`src/rtl/shared_fu_arbiter_pkg.sv`:
```
// Shared functional-unit arbiter: common types and sizing helpers.
// Optional build macro used by this block: SHARED_FU_ARB_PERF_EN (performance counters).
package shared_fu_arbiter_pkg;

  // Arbiter FSM states.
  typedef enum logic [1:0] {
    IDLE  = 2'd0,
    BUSY  = 2'd1,
    DRAIN = 2'd2
  } arb_state_e;

  // Width of the port-select index; at least one bit so a 1-port build still elaborates.
  function automatic int shared_fu_sel_w(input int nr_req);
    return (nr_req > 1) ? $clog2(nr_req) : 1;
  endfunction

  // Width of the watchdog counter, large enough to hold lat_max itself.
  function automatic int shared_fu_cnt_w(input int lat_max);
    return $clog2(lat_max + 1);
  endfunction

  localparam int SHARED_FU_NR_REQ_DEF = 2;
  localparam int SHARED_FU_SEL_W      = shared_fu_sel_w(SHARED_FU_NR_REQ_DEF);

endpackage

```
`src/rtl/shared_fu_arbiter_if.sv`:
```
// Handshake bundle between issue ports, the shared FU and the writeback path.
// Signal suffixes are from the arbiter's point of view (slave modport).
// With SHARED_FU_ARB_PERF_EN defined, the performance counter outputs are carried here too.
interface shared_fu_arbiter_if
  import shared_fu_arbiter_pkg::*;
#(
  parameter int NR_REQ        = 2,
  parameter int TRANS_ID_BITS = 3
);
  localparam int SEL_W = shared_fu_sel_w(NR_REQ);

  logic                            flush_i;
  logic [NR_REQ-1:0]               req_valid_i;
  logic [NR_REQ*TRANS_ID_BITS-1:0] req_trans_id_i;
  logic [NR_REQ-1:0]               req_ready_o;
  logic                            fu_ready_i;
  logic                            fu_valid_o;
  logic [SEL_W-1:0]                fu_sel_o;
  logic                            fu_kill_o;
  logic                            fu_done_i;
  logic                            wb_valid_o;
  logic [TRANS_ID_BITS-1:0]        wb_trans_id_o;
  logic                            busy_o;
  logic                            timeout_o;
`ifdef SHARED_FU_ARB_PERF_EN
  logic [31:0]                     contention_cnt_o;
  logic [NR_REQ*16-1:0]            grant_cnt_o;
`endif

  modport slave (
`ifdef SHARED_FU_ARB_PERF_EN
    output contention_cnt_o,
    output grant_cnt_o,
`endif
    input  flush_i,
    input  req_valid_i,
    input  req_trans_id_i,
    output req_ready_o,
    input  fu_ready_i,
    output fu_valid_o,
    output fu_sel_o,
    output fu_kill_o,
    input  fu_done_i,
    output wb_valid_o,
    output wb_trans_id_o,
    output busy_o,
    output timeout_o
  );

  modport master (
`ifdef SHARED_FU_ARB_PERF_EN
    input  contention_cnt_o,
    input  grant_cnt_o,
`endif
    output flush_i,
    output req_valid_i,
    output req_trans_id_i,
    input  req_ready_o,
    output fu_ready_i,
    input  fu_valid_o,
    input  fu_sel_o,
    input  fu_kill_o,
    output fu_done_i,
    input  wb_valid_o,
    input  wb_trans_id_o,
    input  busy_o,
    input  timeout_o
  );

endinterface

```
`src/rtl/shared_fu_arbiter_rr_arbiter_oh.sv`:
```
// Combinational round-robin picker: first set request at or above ptr_i,
// wrapping to the bottom, returned both one-hot and as an index.
module rr_arbiter_oh
  import shared_fu_arbiter_pkg::*;
#(
  parameter int NR_REQ = 2,
  localparam int SEL_W = shared_fu_sel_w(NR_REQ)
) (
  input  logic [NR_REQ-1:0] req_i,
  input  logic [SEL_W-1:0]  ptr_i,
  output logic [NR_REQ-1:0] gnt_oh_o,
  output logic [SEL_W-1:0]  gnt_idx_o,
  output logic              gnt_any_o
);

  // Two passes: upper segment [ptr, NR_REQ) first, then wrapped segment [0, ptr).
  always_comb begin
    gnt_oh_o  = '0;
    gnt_idx_o = '0;
    gnt_any_o = 1'b0;
    for (int i = 0; i < NR_REQ; i++) begin
      if (!gnt_any_o && req_i[i] && (i >= int'(ptr_i))) begin
        gnt_oh_o[i] = 1'b1;
        gnt_idx_o   = SEL_W'(i);
        gnt_any_o   = 1'b1;
      end else begin
        gnt_any_o   = gnt_any_o;
      end
    end
    for (int i = 0; i < NR_REQ; i++) begin
      if (!gnt_any_o && req_i[i] && (i < int'(ptr_i))) begin
        gnt_oh_o[i] = 1'b1;
        gnt_idx_o   = SEL_W'(i);
        gnt_any_o   = 1'b1;
      end else begin
        gnt_any_o   = gnt_any_o;
      end
    end
  end

endmodule

```
`src/rtl/shared_fu_arbiter.sv`:
```
// Shares one non-pipelined multi-cycle FU between NR_REQ issue ports.
// Round-robin grant, in-flight ID capture, flush drain/kill and a sticky watchdog.
// Optional build macro: SHARED_FU_ARB_PERF_EN adds contention and per-port grant counters.
module shared_fu_arbiter
  import shared_fu_arbiter_pkg::*;
#(
  parameter int NR_REQ        = 2,
  parameter int TRANS_ID_BITS = 3,
  parameter int LAT_MAX       = 64
) (
  input  logic                clk_i,
  input  logic                rst_i,
  shared_fu_arbiter_if.slave  bus
);

  localparam int SEL_W = shared_fu_sel_w(NR_REQ);
  localparam int CNT_W = shared_fu_cnt_w(LAT_MAX);
  localparam logic [CNT_W-1:0] LAT_MAX_C = CNT_W'(LAT_MAX);
  localparam logic [SEL_W-1:0] LAST_IDX  = SEL_W'(NR_REQ - 1);

  arb_state_e               state_q, state_d;
  logic [SEL_W-1:0]         rr_ptr_q, rr_ptr_d;
  logic [TRANS_ID_BITS-1:0] id_q, id_d;
  logic [CNT_W-1:0]         cnt_q, cnt_d;
  logic                     timeout_q, timeout_d;

  logic [NR_REQ-1:0]        gnt_oh_s;
  logic [SEL_W-1:0]         gnt_idx_s;
  logic                     gnt_any_s;
  logic                     grant_s;
  logic [TRANS_ID_BITS-1:0] gnt_id_s;

  rr_arbiter_oh #(
    .NR_REQ (NR_REQ)
  ) u_rr (
    .req_i     (bus.req_valid_i),
    .ptr_i     (rr_ptr_q),
    .gnt_oh_o  (gnt_oh_s),
    .gnt_idx_o (gnt_idx_s),
    .gnt_any_o (gnt_any_s)
  );

  // A grant only happens from IDLE, with the FU ready and no flush pending.
  always_comb begin
    if ((state_q == IDLE) && !bus.flush_i && bus.fu_ready_i && gnt_any_s) begin
      grant_s = 1'b1;
    end else begin
      grant_s = 1'b0;
    end
  end

  // Pick the transaction ID of the granted port.
  always_comb begin
    gnt_id_s = '0;
    for (int i = 0; i < NR_REQ; i++) begin
      if (gnt_oh_s[i]) begin
        gnt_id_s = bus.req_trans_id_i[i*TRANS_ID_BITS +: TRANS_ID_BITS];
      end else begin
        gnt_id_s = gnt_id_s;
      end
    end
  end

  // FSM state register.
  always_ff @(posedge clk_i or posedge rst_i) begin
    if (rst_i) begin
      state_q <= IDLE;
    end else begin
      state_q <= state_d;
    end
  end

  // FSM next-state logic.
  always_comb begin
    state_d = state_q;
    case (state_q)
      IDLE: begin
        if (grant_s) begin
          state_d = BUSY;
        end else begin
          state_d = IDLE;
        end
      end
      BUSY: begin
        if (bus.fu_done_i) begin
          state_d = IDLE;
        end else if (bus.flush_i) begin
          state_d = DRAIN;
        end else begin
          state_d = BUSY;
        end
      end
      DRAIN: begin
        if (bus.fu_done_i) begin
          state_d = IDLE;
        end else begin
          state_d = DRAIN;
        end
      end
      default: begin
        state_d = IDLE;
      end
    endcase
  end

  // FSM outputs: same-cycle grant handshake, completion steering and kill pulse.
  always_comb begin
    bus.req_ready_o   = '0;
    bus.fu_valid_o    = 1'b0;
    bus.fu_sel_o      = '0;
    bus.fu_kill_o     = 1'b0;
    bus.wb_valid_o    = 1'b0;
    bus.wb_trans_id_o = '0;
    bus.busy_o        = 1'b0;
    case (state_q)
      IDLE: begin
        if (grant_s) begin
          bus.req_ready_o = gnt_oh_s;
          bus.fu_valid_o  = 1'b1;
          bus.fu_sel_o    = gnt_idx_s;
        end else begin
          bus.fu_valid_o  = 1'b0;
        end
      end
      BUSY: begin
        bus.busy_o        = 1'b1;
        bus.wb_trans_id_o = id_q;
        bus.wb_valid_o    = bus.fu_done_i & ~bus.flush_i;
        bus.fu_kill_o     = bus.flush_i & ~bus.fu_done_i;
      end
      DRAIN: begin
        bus.busy_o        = 1'b1;
        bus.wb_trans_id_o = id_q;
      end
      default: begin
        bus.busy_o        = 1'b0;
      end
    endcase
  end

  // Next values for pointer, captured ID, watchdog counter and sticky timeout.
  always_comb begin
    rr_ptr_d  = rr_ptr_q;
    id_d      = id_q;
    cnt_d     = cnt_q;
    timeout_d = timeout_q;
    if (grant_s) begin
      rr_ptr_d = (gnt_idx_s == LAST_IDX) ? '0 : gnt_idx_s + SEL_W'(1);
      id_d     = gnt_id_s;
      cnt_d    = '0;
    end else if (state_q != IDLE) begin
      cnt_d = (cnt_q == LAT_MAX_C) ? cnt_q : cnt_q + CNT_W'(1);
      // Only an operation still outstanding next cycle can be declared overdue.
      if ((state_d != IDLE) && (cnt_d == LAT_MAX_C)) begin
        timeout_d = 1'b1;
      end else begin
        timeout_d = timeout_q;
      end
    end else begin
      cnt_d = cnt_q;
    end
  end

  // Datapath registers; reset abandons any operation without a kill.
  always_ff @(posedge clk_i or posedge rst_i) begin
    if (rst_i) begin
      rr_ptr_q  <= '0;
      id_q      <= '0;
      cnt_q     <= '0;
      timeout_q <= 1'b0;
    end else begin
      rr_ptr_q  <= rr_ptr_d;
      id_q      <= id_d;
      cnt_q     <= cnt_d;
      timeout_q <= timeout_d;
    end
  end

  assign bus.timeout_o = timeout_q;

`ifdef SHARED_FU_ARB_PERF_EN
  logic [31:0]          contention_q;
  logic [NR_REQ*16-1:0] grant_cnt_q;

  // Performance counters: cycles lost to contention and per-port grants; flush leaves them alone.
  always_ff @(posedge clk_i or posedge rst_i) begin
    if (rst_i) begin
      contention_q <= 32'd0;
      grant_cnt_q  <= '0;
    end else begin
      if ((|bus.req_valid_i) && !grant_s) begin
        contention_q <= contention_q + 32'd1;
      end else begin
        contention_q <= contention_q;
      end
      for (int i = 0; i < NR_REQ; i++) begin
        if (grant_s && gnt_oh_s[i]) begin
          grant_cnt_q[i*16 +: 16] <= grant_cnt_q[i*16 +: 16] + 16'd1;
        end else begin
          grant_cnt_q[i*16 +: 16] <= grant_cnt_q[i*16 +: 16];
        end
      end
    end
  end

  assign bus.contention_cnt_o = contention_q;
  assign bus.grant_cnt_o      = grant_cnt_q;
`endif

endmodule

```
`src/flat_wrapper.sv`:
```
// flat-port wrapper written by rule: the top's interface ports become plain ports
module shared_fu_arbiter_flat import shared_fu_arbiter_pkg::*;
#(
  parameter int NR_REQ        = 2,
  parameter int TRANS_ID_BITS = 3,
  parameter int LAT_MAX       = 64
)
  (clk_i, rst_i, bus_flush_i, bus_req_valid_i, bus_req_trans_id_i, bus_req_ready_o, bus_fu_ready_i, bus_fu_valid_o, bus_fu_sel_o, bus_fu_kill_o, bus_fu_done_i, bus_wb_valid_o, bus_wb_trans_id_o, bus_busy_o, bus_timeout_o);
  shared_fu_arbiter_if #(.NR_REQ(NR_REQ), .TRANS_ID_BITS(TRANS_ID_BITS)) bus_i ();
  input  logic clk_i;
  input  logic rst_i;
  input wire logic [$bits(bus_i.flush_i)-1:0] bus_flush_i;
  input wire logic [$bits(bus_i.req_valid_i)-1:0] bus_req_valid_i;
  input wire logic [$bits(bus_i.req_trans_id_i)-1:0] bus_req_trans_id_i;
  output wire logic [$bits(bus_i.req_ready_o)-1:0] bus_req_ready_o;
  input wire logic [$bits(bus_i.fu_ready_i)-1:0] bus_fu_ready_i;
  output wire logic [$bits(bus_i.fu_valid_o)-1:0] bus_fu_valid_o;
  output wire logic [$bits(bus_i.fu_sel_o)-1:0] bus_fu_sel_o;
  output wire logic [$bits(bus_i.fu_kill_o)-1:0] bus_fu_kill_o;
  input wire logic [$bits(bus_i.fu_done_i)-1:0] bus_fu_done_i;
  output wire logic [$bits(bus_i.wb_valid_o)-1:0] bus_wb_valid_o;
  output wire logic [$bits(bus_i.wb_trans_id_o)-1:0] bus_wb_trans_id_o;
  output wire logic [$bits(bus_i.busy_o)-1:0] bus_busy_o;
  output wire logic [$bits(bus_i.timeout_o)-1:0] bus_timeout_o;
  assign bus_i.flush_i = bus_flush_i;
  assign bus_i.req_valid_i = bus_req_valid_i;
  assign bus_i.req_trans_id_i = bus_req_trans_id_i;
  assign bus_req_ready_o = bus_i.req_ready_o;
  assign bus_i.fu_ready_i = bus_fu_ready_i;
  assign bus_fu_valid_o = bus_i.fu_valid_o;
  assign bus_fu_sel_o = bus_i.fu_sel_o;
  assign bus_fu_kill_o = bus_i.fu_kill_o;
  assign bus_i.fu_done_i = bus_fu_done_i;
  assign bus_wb_valid_o = bus_i.wb_valid_o;
  assign bus_wb_trans_id_o = bus_i.wb_trans_id_o;
  assign bus_busy_o = bus_i.busy_o;
  assign bus_timeout_o = bus_i.timeout_o;
  shared_fu_arbiter #(.NR_REQ(NR_REQ), .TRANS_ID_BITS(TRANS_ID_BITS), .LAT_MAX(LAT_MAX)) u_core (.clk_i(clk_i), .rst_i(rst_i), .bus(bus_i));
endmodule
```
`config.mk`:
```
export PLATFORM = sky130hd
export DESIGN_NAME = shared_fu_arbiter_flat
export DESIGN_NICKNAME = d
export VERILOG_FILES = /design/src/rtl/shared_fu_arbiter_pkg.sv /design/src/rtl/shared_fu_arbiter_if.sv /design/src/rtl/shared_fu_arbiter_rr_arbiter_oh.sv /design/src/rtl/shared_fu_arbiter.sv /design/src/flat_wrapper.sv
export SDC_FILE = /design/constraint.sdc
export NUM_CORES = 1
export LEC_CHECK = 0
export ABC_AREA = 1
export BUFFER_PORTS_ARGS = -buffer_cell sky130_fd_sc_hd__buf_2
export CORE_MARGIN = 2
export CORE_UTILIZATION = 40
export CTS_BUF_LIST = sky130_fd_sc_hd__clkbuf_4 sky130_fd_sc_hd__clkbuf_8
export DETAILED_ROUTE_END_ITERATION = 12
export MAX_ROUTING_LAYER = met4
export PLACE_DENSITY = 0.64
export SLEW_MARGIN = 30
export SYNTH_ARGS = -nofsm -noshare
export SYNTH_HDL_FRONTEND = slang
export SYNTH_SLANG_ARGS = --single-unit
```
`constraint.sdc`:
```
create_clock -name clk_i -period 2.7 [get_ports clk_i]
set_clock_uncertainty 0.1 [all_clocks]
set_input_delay 0.54 -clock clk_i [delete_from_list [all_inputs] [get_ports clk_i]]
set_output_delay 0.54 -clock clk_i [all_outputs]
set_load 0.02 [all_outputs]
```
Word-level counts from Yosys, hierarchy flattened
Cells that the tools add are included.

Bits of input ports: 13. Register bits after elaboration: 14. Logic and storage cells: 63. Output and inout bits: 11.

Bitwise logic cells: 5. Multiplexer cells: 28. Eq/ne operators: 4. $add $sub $neg: 2. Reductions and logical operators: 17. Magnitude comparators: 2.

Operators by type and width (number): two-way mux 7 bit (3); two-way mux 1 bit (16); equality test 7 bit, second input constant (2); two-way mux 2 bit (5); two-way mux 3 bit (3); logical AND 1 bit (8); adder 7 x 1 -> 7 bit, second input constant (1); case mux 2 bit (3 select lines) (1); nonzero test 2 bit (3); logical NOT 1 bit (3); NOT 1 bit (3); AND reduction 3 bit (1); AND 1 bit (2); equality test 2 x 1 -> 1 bit, second input constant (1); equality test 2 bit, second input constant (1); logical NOT 2 bit (1); OR reduction 2 bit (1); adder 1 bit, second input constant (1); >= comparator 1 bit, first input constant (1); < comparator 1 bit, first input constant (1).

Longest topological paths before layout
Gate-level depths: netlist of the first run.

Depth in word-level cells: 17. Depth in mapped cells: 10. Gate-level depth less buffers: 10.

By module
From an unflattened synthesis of the first run, not the netlist that was laid out.

Cells, all modules: 131. Area, all modules: 948.4 µm².

By module, submodules not included: shared_fu_arbiter (seq. area each 350.3 µm², instances 1, area an instance 919.6 µm², cells each 124); rr_arbiter_oh (seq. area each 0.0 µm², instances 1, area an instance 28.8 µm², cells each 7).

Worst setup path after synthesis of the first run
OpenSTA, ideal clock, no wires.

Path type: register to output. Start point: register u_core.state_q[0]. End point: output bus_fu_sel_o. Arrival time: 1.248 ns. Slack: 0.812 ns. Cell stages (with the launch flop): 7. Data required time: 2.060 ns. Path buffers: 0. Cells stage by stage: dfrtp_1 -> inv_1 -> ha_1 -> nand2_1 -> nor2_1 -> nand2_2 -> nor2_1.

Cells in the longest elaborated chain, start to end: 7.

RTL lines: start, declared (line shared_fu_arbiter.sv:21) `arb_state_e state_q, state_d;`; start signal, assigned (line shared_fu_arbiter.sv:69) `state_q <= state_d;`; logical NOT 2 bit * (line shared_fu_arbiter.sv:45, shared_fu_arbiter.sv:115); logical AND 1 bit (3 in series) (line shared_fu_arbiter.sv:45) `if ((state_q == IDLE) && !bus.flush_i && bus.fu_ready_i && gnt_any_s) begin`; two-way mux 1 bit (line shared_fu_arbiter.sv:45); two-way mux 1 bit (line shared_fu_arbiter.sv:117) `if (grant_s) begin`; two-way mux 1 bit * (line shared_fu_arbiter.sv:115) `case (state_q)`; end, declared (line flat_wrapper.sv:18) `output wire logic [$bits(bus_i.fu_sel_o)-1:0] bus_fu_sel_o;`.

Mark *: on every way between the ends. The rest lies on a longest branch, timed or not.

Worst setup path after layout of the first run
Ends and elaborated chain as after synthesis.

==> impl_metrics.tcl, run 1 <==
set metrics [dict create \
    post-route-period-util 0.843 \
    nNetsFinal 180 \
    ys_top_cells_by_area "dfrtp_1 (37%), nand2_1 (13%), inv_1 (11%)" \
    final_layout_size_suffix_gt1_frac 0.231 \
    leakagePower_uw 0.000662 \
    final_cell_mix "nand2_1 (32), inv_1 (28), buf_2 (23)" \
    rsz0062_at_grt "false" \
    antenna_found_initial 0 \
    netlist_area_sq_um 935 \
    ff2ff_path_depth 7 \
    clock-sinks 14 \
    ant_nets 0 \
    antennaDiodeCount 0 \
    setup_viol 0 \
    cp-end-kind "output pin" \
    cap_viol_max_count 0 \
    hpwl_mm 1.54 \
    cts_tree "done" \
    post-route-min-period_ps 2280 \
    num_io_pins 24 \
    port_buffers 23 \
    synthCells 134 \
    layout_commonest_cell "nand2_1" \
    synth_area_per_cell_sq_um 6.97 \
    p_switching_uw 256 \
    coreArea_sq_um 2210 \
    synth_top_area_frac 0.375 \
    drt-pass1-iter-count 4 \
    critPathArrivalTime_ps 1640 \
    clk_pin_slew_ps 80 \
    path_max_fanout 10 \
    cts_max_level 1 \
    grt_pass1_wl_mm 3.41 \
    p_int_uw 422 \
    regArea_sq_um 350 \
    hold_viol 0 \
    fin_ws_ps 423 \
    cp-start-kind "register" \
    cts_made_buffers 3 \
    yosys.area.top_type "dfrtp_1" \
    cp.required_ps 2060 \
    design_area_sq_um 1110 \
    ir_drop_mv 0.327 \
    routed_wirelength_mm 1.90 \
    drt-wirelength-per-cell_microns 10.1 \
    drc 0 \
    multi_input_comb_area_sq_um 448 \
    power_density_nw_per_um2 610 \
    route.met2.wl_microns 972 \
    relSlewSlack 0.651 \
    cts_setup_buffers 0 \
    finalMaxSlewViolations 0 \
    gp_congestion 0.857 \
    met3_wirelength_microns 66 \
    die_area_sq_um 2740 \
    yosys_warnings 0 \
    grt_pass1_vias 811 \
    syn_to_final_growth_pct 19.0 \
    ctsHoldBuffers 0 \
    viasPerCell 4.72 \
    wl_met1_microns 846 \
    status "completed" \
    cts_max_path_buffers 2 \
    initial_core_util 0.423 \
    post-place-ws_ps 711 \
    die_h_microns 52.3 \
    dpl_cell_area_sq_um 1080 \
    grt_max_degree 15 \
    path_class "reg2out" \
    highest_layer "met4" \
    gr-total-overflow 0 \
    track_usage 0.168 \
    ys_ff_latch 14 \
    clock_latency_ps 280 \
    setup_tns_ps 0 \
    dieWidth_microns 52.3 \
    synth_cell_types 19 \
    num_vias 888 \
    seqPwrFrac 0.443 \
    final_util 0.503 \
    cts-resized-gates 0 \
    fillers 226 \
    p_total_uw 678 \
    cts_root_buffer "clkbuf_4" \
    p_sw_frac 0.377 \
    yosysSeqAreaShare 0.375 \
    rows 17 \
    synth.net_count 153 \
    comb_power_share 0.337 \
    holdCritPathClass "in2async" \
    power.share.clock 0.220 \
    worst_pin_slew_ps 522 \
    fmax_ghz 0.439 \
    drt_iter0_drc 19 \
]
-- path summary, 6_finish.rpt --
path	startpoint	to	slack, ps
hold reg to reg	u_core.bus.timeout_o	u_core.bus.timeout_o	370
min in group clk_i	u_core.bus.timeout_o	u_core.bus.timeout_o	370
max in group asynchronous	rst_i	u_core.cnt_q[6]	1970
setup reg to reg	u_core.state_q[0]	u_core.cnt_q[5]	1080
hold / removal	rst_i	u_core.rr_ptr_q	190
setup / recovery	u_core.state_q[0]	bus_fu_sel_o	420
-- flip-flops by register name, summed over array words and instances (netlist names) --
register,cells
u_core.state_q,2
u_core.rr_ptr_q,1
u_core.bus.timeout_o,1
u_core.cnt_q,7
u_core.id_q,3
-- synth_stat cells --
library cell   n
a21oi_1        1
and2_1         1
buf_2          1
buf_6          1
dfrtp_1       14
ha_1           6
inv_1         28
inv_2          4
nand2_1       32
nand2_2        2
nand3_1       11
nand3_2        2
nand4_1        2
nor2_1        13
nor2_2         1
nor3_1         1
o21ai_0        1
o21ai_1        4
o22ai_1        9
-- cells by family (layout without fill, tap and decap cells) --
| group | after synthesis | in the layout | synth area share |
|---|---|---|---|
| buf+inv | 34 | 60 | 0.146 |
| compound gates | 15 | 15 | 0.0924 |
| fa+ha+maj | 6 | 6 | 0.0803 |
| simple gates | 65 | 65 | 0.307 |
| flops | 14 | 14 | 0.375 |
-- routing by layer --
metal / vias to the layer above / GRT usage
met1: 406 / 0.213
met3: 2 / 0.0257
li1: 466 / -
met5: - / -
met2: 14 / 0.277
met4: 0 / 0.0513
-- metrics by stage --
stage               std cells  hold slack (ps)
detailed placement        184              346
finish                    188              185
global placement          184              350
CTS                       188              205
global route              188              212
floorplan                 134              329
-- cell type report --
class,instances,share of cell area
Tap cell,28,0.0315
Multi-Input combinational cell,86,0.403
Timing Repair Buffer,24,0.110
Clock buffer,4,0.0326
Sequential cell,14,0.315
Inverter,32,0.108
-- power by group through the flow --
stage | Combinational [uW] | Clock [uW] | Sequential [uW]
3_3_place_gp | 226 | 0 | 304
4_1_cts | 230 | 154 | 300
6_report | 229 | 149 | 301
3_5_place_dp | 228 | 0 | 304
5_1_grt | 267 | 165 | 310
2_1_floorplan | 204 | 0 | 282
-- worst max-delay path, cell delays in order, from the launching register on --
cell and delay (ps):
dfrtp_1 410, inv_1 90, ha_1 170, nand2_1 60, nor2_1 150, nand2_2 160, nor2_1 150, buf_2 180
Power figures use the tool's default switching activity.
==> run 2: changes to the inputs <==
--- a/config.mk
+++ b/config.mk
@@ -12,7 +12,7 @@
 export CTS_BUF_LIST = sky130_fd_sc_hd__clkbuf_4 sky130_fd_sc_hd__clkbuf_8
 export DETAILED_ROUTE_END_ITERATION = 12
 export MAX_ROUTING_LAYER = met4
-export PLACE_DENSITY = 0.64
+export PLACE_DENSITY = 0.67
 export SLEW_MARGIN = 30
 export SYNTH_ARGS = -nofsm -noshare
 export SYNTH_HDL_FRONTEND = slang
==> constraint.sdc (replaced) <==
create_clock -name clk_i -period 1.86 [get_ports clk_i]
set_clock_uncertainty 0.1 [all_clocks]
set_input_delay 0.372 -clock clk_i [delete_from_list [all_inputs] [get_ports clk_i]]
set_output_delay 0.372 -clock clk_i [all_outputs]
set_load 0.02 [all_outputs]
==> impl_metrics.tcl, run 2 (synthesized netlist as in run 1, its figures left out) <==
set metrics [dict create \
    post-route-period-util 1.00 \
    ant_nets 0 \
    clock_latency_ps 280 \
    num_vias 952 \
    ctsHoldBuffers 0 \
    fillers 203 \
    port_buffers 23 \
    hold_viol 0 \
    drt-pass1-iter-count 4 \
    post-route-min-period_ps 1860 \
    final_layout_size_suffix_gt1_frac 0.335 \
    cts_max_path_buffers 2 \
    path_class "reg2out" \
    dieWidth_microns 52.3 \
    track_usage 0.182 \
    hold-worst-slack_ps 9.30 \
    cts_root_buffer "clkbuf_4" \
    viasPerCell 4.81 \
    antennaDiodeCount 0 \
    drt_iter0_drc 28 \
    path_max_fanout 5 \
    layout_commonest_cell "nand2_1" \
    dpl_cell_area_sq_um 1080 \
    worst_pin_slew_ps 590 \
    drc 0 \
    hpwl_mm 1.55 \
    leakagePower_uw 0.000719 \
    initial_core_util 0.423 \
    regArea_sq_um 350 \
    power_density_nw_per_um2 827 \
    num_io_pins 24 \
    holdCritPathClass "in2async" \
    routed_wirelength_mm 2.14 \
    ir_drop_mv 0.700 \
    grt_pass1_vias 861 \
    gr-total-overflow 0 \
    coreArea_sq_um 2210 \
    clock-sinks 14 \
    rows 17 \
    cp.required_ps 1390 \
    top_register "u_core.cnt_q" \
    fmax_ghz 0.538 \
    final_cell_mix "nand2_1 (30), inv_1 (26), buf_2 (19)" \
    cap_viol_max_count 0 \
    gp_congestion 0.842 \
    die_area_sq_um 2740 \
    relSlewSlack 0.604 \
    largest_reg_flops 7 \
    reg_top3 "u_core.cnt_q (7), u_core.id_q (3), u_core.state_q (2)" \
    status "completed" \
    syn_to_final_growth_pct 36.3 \
    cts_max_level 1 \
    cts_tree "done" \
    cts_made_buffers 3 \
    grt_max_degree 15 \
    finalMaxSlewViolations 0 \
    critPathArrivalTime_ps 1390 \
    clk_pin_slew_ps 90 \
    cp-end-kind "output pin" \
    antenna_found_initial 0 \
    setup_viol 0 \
    multi_input_comb_area_sq_um 513 \
    design_area_sq_um 1270 \
    cp-start-kind "register" \
    rsz0062_at_grt "true" \
    die_h_microns 52.3 \
    drt-wirelength-per-cell_microns 10.8 \
    nNetsFinal 190 \
    grt_pass1_wl_mm 3.57 \
]
-- run 2: changes by cell type in the layout (fill, tap and decap cells not counted), sizes merged --
cell  previous run  this run
buf             24        34
-- run 2: layer usage --
layer,global-route usage,up-vias,wire length (microns)
met1,0.228,442,946
met4,0.103,0,48
met2,0.288,17,1080
met3,0.0171,4,64
li1,-,489,-
met5,-,-,0
-- run 2: critical path, cell delays in order, from the launching register on --
cell and delay, ps:
dfrtp_1 390, o21ai_1 490, nor2_4 80, buf_6 150
-- run 2: stage by stage --
stage	cells	total power, uW	util	setup slack [ps]	setup TNS (ps)
2_1_floorplan	134	704	-	140	0
3_3_place_gp	185	770	0.490	124	0
3_5_place_dp	185	780	0.490	100	0
4_1_cts	196	1050	0.562	-27.1	-67.8
5_1_grt	198	1130	0.576	-91.9	-383
6_report	198	1050	0.576	0.458	0
-- run 2: repair_timing --
action | CTS | global route
pin swaps | 5 | 5
setup endpoints to repair | 4 | 12
resized for setup | 21 | 3
buffers inserted | 7 | 2
-- run 2: cell type report --
class	count	share of cell area
sequential	14	0.275
multi-input combinational	86	0.403
inverter	32	0.0943
timing repair buffer	34	0.172
tap	28	0.0275
clock buffer	4	0.0285
-- run 2: worst paths after layout --
path,from,to,slack [ps],cells after the start
worst max-delay path,u_core.rr_ptr_q,bus_fu_sel_o,0.5,3
worst min-delay path,rst_i,u_core.cnt_q[2],9,2
worst max register to register,u_core.state_q[0],u_core.cnt_q[5],130,10
worst min register to register,u_core.bus.timeout_o,u_core.bus.timeout_o,360,2
max in group asynchronous,rst_i,u_core.id_q[1],1300,2
min in group clk_i,bus_req_trans_id_i[2],u_core.id_q[2],320,5
-- run 2: power by group --
part | leakage (uW) | switching, uW | internal, uW
combinational | 0.000519 | 223 | 169
sequential | 0.000180 | 79.6 | 361
clock | 0.0000210 | 102 | 119
total | 0.000719 | 404 | 649
